### config.mk
export PLATFORM = sky130hd
export DESIGN_NAME = pwm_ramp_ctrl
export DESIGN_NICKNAME = d
export VERILOG_FILES = /design/src/rtl/pwm_ramp_ctrl.sv
export SDC_FILE = /design/constraint.sdc
export NUM_CORES = 1
export LEC_CHECK = 0
export BUFFER_PORTS_ARGS = -buffer_cell sky130_fd_sc_hd__buf_2
export CAP_MARGIN = 20
export CORE_UTILIZATION = 67
export CTS_BUF_LIST = sky130_fd_sc_hd__clkbuf_8
export CTS_CLUSTER_SIZE = 8
export DETAILED_ROUTE_END_ITERATION = 6
export HOLD_SLACK_MARGIN = 0.1
export PLACE_DENSITY = 0.89
export SLEW_MARGIN = 20
export SYNTH_ARGS = -nofsm -noshare
export SYNTH_HDL_FRONTEND = slang
export SYNTH_SLANG_ARGS = --single-unit
### constraint.sdc
create_clock -name clk -period 5.15 [get_ports clk]
set_input_delay 0.2575 -clock clk [delete_from_list [all_inputs] [get_ports clk]]
set_output_delay 0.2575 -clock clk [all_outputs]
set_load 0.02 [all_outputs]
### src/rtl/pwm_ramp_ctrl.sv
// -----------------------------------------------------------------------------
// pwm_ramp_ctrl
//
// Purpose:
//   Soft-start / soft-stop controller for a PWM duty value. It accepts a
//   target duty and a per-period step through a valid/ready handshake. It then
//   walks the registered duty toward the target, changing it only on the
//   period wrap, so no PWM period ever sees a partial duty.
//
// Optional feature:
//   PWM_RAMP_RETARGET_EN - when defined, a new target may be accepted while a
//   ramp is in progress. Direction is recomputed from the current duty, and
//   the abandoned target produces no done pulse. When the macro is undefined,
//   targets are only accepted in IDLE.
//
// Parameters:
//   R            duty / period-counter width; PWM period is 2**R clk cycles
//
// Ports:
//   clk          sole clock, rising edge
//   reset_n      asynchronous active-low reset
//   tgt_valid    new target offered
//   tgt_ready    block can accept a target
//   tgt_duty     requested final duty (sampled on accept)
//   step         ramp increment per PWM period (sampled on accept)
//   hold         freezes ramping while high (a held wrap is skipped)
//   duty         registered duty for the downstream PWM generator
//   period_start high on the last cycle of each period (cnt == 2**R-1)
//   busy         high while ramping
//   done         one-cycle pulse when duty reaches the target
// -----------------------------------------------------------------------------
module pwm_ramp_ctrl #(
   parameter int R = 8
) (
   input  logic         clk,
   input  logic         reset_n,
   input  logic         tgt_valid,
   output logic         tgt_ready,
   input  logic [R-1:0] tgt_duty,
   input  logic [R-1:0] step,
   input  logic         hold,
   output logic [R-1:0] duty,
   output logic         period_start,
   output logic         busy,
   output logic         done
);

`ifdef PWM_RAMP_RETARGET_EN
   localparam logic RETARGET = 1'b1;
`else
   localparam logic RETARGET = 1'b0;
`endif

   typedef enum logic [1:0] {
      IDLE      = 2'd0,
      RAMP_UP   = 2'd1,
      RAMP_DOWN = 2'd2
   } state_t;

   state_t       state_reg;
   logic [R-1:0] cnt_reg;
   logic [R-1:0] duty_reg;
   logic [R-1:0] tgt_reg;
   logic [R-1:0] step_reg;
   logic         done_reg;
   logic         ready_reg;

   logic         wrap;
   logic         accept;
   logic [R:0]   up_diff;
   logic [R:0]   dn_diff;
   logic [R:0]   step_ext;
   logic         up_last;
   logic         dn_last;
   logic [R-1:0] duty_up;
   logic [R-1:0] duty_dn;

   // Last cycle of the period. Duty updates land on this edge, so the new
   // value is in place from cnt == 0 onward.
   assign wrap   = (cnt_reg == {R{1'b1}});
   assign accept = tgt_valid & ready_reg;

   // Remaining distance is computed one bit wider than the duty. Comparing it
   // against the step decides whether this step would reach or pass the
   // target. In that case duty is clamped to the target, so it can never
   // overshoot or wrap around.
   assign step_ext = {1'b0, step_reg};
   assign up_diff  = {1'b0, tgt_reg}  - {1'b0, duty_reg};
   assign dn_diff  = {1'b0, duty_reg} - {1'b0, tgt_reg};
   assign up_last  = (step_reg == '0) || (up_diff <= step_ext);
   assign dn_last  = (step_reg == '0) || (dn_diff <= step_ext);

   // Only used when the step does not reach the target, so neither can
   // overflow or underflow.
   assign duty_up  = duty_reg + step_reg;
   assign duty_dn  = duty_reg - step_reg;

   // Control FSM plus the datapath registers it owns.
   // Ready is a registered output. It is updated together with the state so
   // that it is low during reset and high from the first edge after release.
   always_ff @(posedge clk or negedge reset_n) begin
      if (!reset_n) begin
         state_reg <= IDLE;
         cnt_reg   <= '0;
         duty_reg  <= '0;
         tgt_reg   <= '0;
         step_reg  <= '0;
         done_reg  <= 1'b0;
         ready_reg <= 1'b0;
      end else begin
         cnt_reg  <= cnt_reg + 1'b1;
         done_reg <= 1'b0;

         if (accept) begin
            // An accept only captures the request, even on a wrap edge.
            // The first step happens on the following wrap.
            tgt_reg  <= tgt_duty;
            step_reg <= step;
            if (tgt_duty > duty_reg) begin
               state_reg <= RAMP_UP;
               ready_reg <= RETARGET;
            end else if (tgt_duty < duty_reg) begin
               state_reg <= RAMP_DOWN;
               ready_reg <= RETARGET;
            end else begin
               // Already at the target: finish without touching duty.
               state_reg <= IDLE;
               done_reg  <= 1'b1;
               ready_reg <= 1'b1;
            end
         end else begin
            case (state_reg)
               IDLE: begin
                  ready_reg <= 1'b1;
               end

               RAMP_UP: begin
                  // A held wrap is skipped, not deferred to a later cycle.
                  if (wrap && !hold) begin
                     if (up_last) begin
                        duty_reg  <= tgt_reg;
                        state_reg <= IDLE;
                        done_reg  <= 1'b1;
                        ready_reg <= 1'b1;
                     end else begin
                        duty_reg  <= duty_up;
                     end
                  end
               end

               RAMP_DOWN: begin
                  if (wrap && !hold) begin
                     if (dn_last) begin
                        duty_reg  <= tgt_reg;
                        state_reg <= IDLE;
                        done_reg  <= 1'b1;
                        ready_reg <= 1'b1;
                     end else begin
                        duty_reg  <= duty_dn;
                     end
                  end
               end

               default: begin
                  state_reg <= IDLE;
                  ready_reg <= 1'b1;
               end
            endcase
         end
      end
   end

   assign tgt_ready    = ready_reg;
   assign duty         = duty_reg;
   assign busy         = (state_reg != IDLE);
   assign done         = done_reg;
   // Reset forces cnt to zero, which also forces this low immediately.
   assign period_start = wrap;

endmodule

==> impl_metrics.ini <==
[power_and_ir_drop]
seqPwrFrac_pct = 53.3
p_sw_share_pct = 24.4
p_sw_mw = 0.129
p_leak_nw = 1.84
internal_power_mw = 0.401
power_density_mw_per_mm2 = 141
clock_power_share_pct = 42.6
combPwrFrac_pct = 4.1
ir_drop_mv = 0.138

[placed_design]
post-place-ws_ns = 0.998
dp.cells = 472
dp_hpwl_um = 7120
portBuffers = 31
place_congestion = 0.955

[critical_path]
worstSetupStartpointType = register
end_kind = register
crit_chain = inv_1 > ha_1 > fa_1 > nand2b_1 > a21oi_1 > a21o_1 > a21oi_1 > xnor2_1 > ha_1 > a2111oi_2 > o221ai_2 > a32oi_4 > and2_1 > a21oi_1 > a32o_1
arrival_ns = 4.45
cp_num_buf_inv = 1
worst-path-max-fanout = 9
crit_required_ns = 5.34
cpLargestDelayFamily = compound AO/OA/AOI/OAI gates
path_class = register to register
slowest_stage = a2111oi_2
cpMostUsedCell = a21oi_1
cp_slowest_stage_delay_ns = 0.47

[floorplanning]
fp-row-count = 25
die_area_sq_mm = 0.00545
pin_count = 32
die_h_um = 73.8
start_util_pct = 71.3
die_w_um = 73.8
core_sq_mm = 0.00485

[global_routing]
grt_pass1_vias = 2950
grtUsageTotal_pct = 35.8
grt.overflow.total = 0
grt_pass1_wl_um = 14200
grt_max_degree = 37
antenna_found_initial = 0

[timing]
hold_viol_final = 0
max_slew.worst_pin.slew_ns = 0.808
rsz0062_at_grt = false
final.setup.tns_ns = 0
setup_slack_ns = 0.889
fmax_ghz = 0.235
slew_violations = 0
timing.final.setup_violations = 0
whs_ns = 0.162
period_share_pct = 82.7
slew_headroom_pct = 46.1
layout_min_cycle_time_ns = 4.26
skew_ns = 0.00708

[synthesis]
syn_area_sq_mm = 0.00345
synth.area.top_cells = dfrtp_1 26%, ha_1 21%, inv_1 4.5%, a21oi_1 4.3%, o21ai_0 3.3%
ys_seq_elements = 36
syn_inst = 384
yosysUniqueCellTypes = 68
avgSynthCellArea_sq_um = 9.00
seq_area_frac_synth_pct = 26.1
synthSimpleGateAreaFrac_pct = 14.1
synth_xor_area_share_pct = 5.07
synth-compound-area-share_pct = 25.0
synthArstFlopShare_pct = 100
ys_warn_count = 0
ys.flop_type = dfrtp_1
synth_edf_count = 0
synth_nets = 465
synth_top_family_by_area = compound AO/OA/AOI/OAI gates
synth_top_area_share_pct = 26.1
synth_top_area_cell = dfrtp_1
synth_fa_ha_area_share_pct = 23.0
synth.area.mux_share_pct = 0.326

[clock_network]
ctsResizeCount = 0
cts_max_path_buffers = 2
clock_sinks = 36
cts_tree = done
ctsHtreeMaxLevel = 2
cts_buffers = 5
path_clk_slew_ns = 0.08
cts-root-buf = clkbuf_8
clk_latency_ns = 0.29

[finish]
final_cell_mix = 57 x ha_1, 41 x inv_1, 36 x dfrtp_1
instances_no_fill = 481
area_delta_synth_final_pct = 8.48
layout-drive-gt1-share_pct = 14.3
fin_util_pct = 77.3
final_common_cell = ha_1
diodes = 0
fin_nets = 494

[routing]
postRouteAntennaNets = 0
routedWlPerCell_um = 18.6
dr.pass1.iters = 5
drt_iter0_markers = 292
vias = 3000
drt_wl_total_um = 8930
routed_via_density = 6.24
drc_errors = 0

[flow_run]
drv_cap = 0

[status]
status = completed

[min_path]
hp-class = primary input to register
==> worst paths after layout <==
| check | from | endpoint | slack (ns) | cells past startpoint |
|---|---|---|---|---|
| setup / recovery | duty[0]$_DFFE_PN0P_ | duty[6]$_DFFE_PN0P_ | 0.89 | 15 |
| hold / removal | step[1] | step_reg[1]$_DFFE_PN0P_ | 0.16 | 3 |
| setup reg to reg | duty[0]$_DFFE_PN0P_ | duty[6]$_DFFE_PN0P_ | 0.89 | 15 |
| hold reg to reg | cnt_reg[0]$_DFF_PN0_ | cnt_reg[0]$_DFF_PN0_ | 0.49 | 1 |
| max in group asynchronous | reset_n | cnt_reg[0]$_DFF_PN0_ | 4.04 | 2 |
| min in group asynchronous | reset_n | tgt_reg[5]$_DFFE_PN0P_ | 0.58 | 2 |
==> worst register-to-register path, cell delays in order, from the launching register on <==
cell	delay [ns]
dfrtp_1	0.45
inv_1	0.09
ha_1	0.23
fa_1	0.40
nand2b_1	0.16
a21oi_1	0.29
a21o_1	0.17
a21oi_1	0.07
xnor2_1	0.14
ha_1	0.33
a2111oi_2	0.48
o221ai_2	0.21
a32oi_4	0.34
and2_1	0.41
a21oi_1	0.13
a32o_1	0.25
==> synth_stat cells (3+ instances only) <==
cell type  number
and2_1          4
nand3_1         5
fa_1            4
buf_4           3
o21ai_0        23
nor2b_1         5
a31oi_1         8
nand2_1        30
buf_2           3
dfrtp_1        36
a21o_1          7
clkbuf_1        5
o22ai_1         6
ha_1           57
nor3b_1         5
o21a_1          4
nor2_1         19
o211ai_1        3
a21oi_1        30
xnor2_1        12
a211oi_1        4
and3_1          3
o21bai_1        5
xor2_1          8
nand4_1         6
inv_1          41
==> cell families (layout without fill, tap and decap cells) <==
logic type,count (synthesis),count (layout)
XOR/XNOR,20,20
AO/OA/AOI/OAI,121,121
flip-flops,36,36
AND/OR/NAND/NOR,92,92
buffers and inverters,53,83
multiplexers,1,1
adder cells (fa/ha/maj),61,61
==> layout make-up <==
type | instances | area, sq um
multi-input combinational | 295 | 2330
inverter | 41 | 154
fill | 345 | 1100
clock buffer | 6 | 82.6
clock inverter | 2 | 13.8
tap | 67 | 83.8
timing repair buffer | 34 | 180
sequential | 36 | 901
==> metal layers <==
layer | vias to the layer above | global-route usage, % | routed length [um]
met2 | 116 | 57.5 | 4050
met1 | 1401 | 45.8 | 3970
met5 | - | 0 | 0
met3 | 38 | 5.08 | 458
li1 | 1445 | - | -
met4 | 0 | 20.9 | 458
==> power by group through the flow <==
| stage | sequential, mW | combinational, mW | clock, mW |
|---|---|---|---|
| after global routing | 0.282 | 0.0248 | 0.236 |
| after CTS | 0.282 | 0.0222 | 0.226 |
| final | 0.282 | 0.0218 | 0.226 |
| after detailed placement | 0.288 | 0.0215 | 0 |
| after global placement | 0.288 | 0.0208 | 0 |
| after floorplan | 0.288 | 0.00527 | 0 |
==> per-stage QoR <==
stage / power [mW] / area, sq um
2_1_floorplan: 0.293 / 3450
3_3_place_gp: 0.309 / 3640
3_5_place_dp: 0.310 / 3640
4_1_cts: 0.530 / 3750
5_1_grt: 0.543 / 3750
6_report: 0.530 / 3750
==> what timing repair did <==
item                                   CTS  global route
hold buffers                             1             0
endpoints found under the hold margin   36             0
buffers inserted                         0             0
Power figures use the tool's default switching activity.
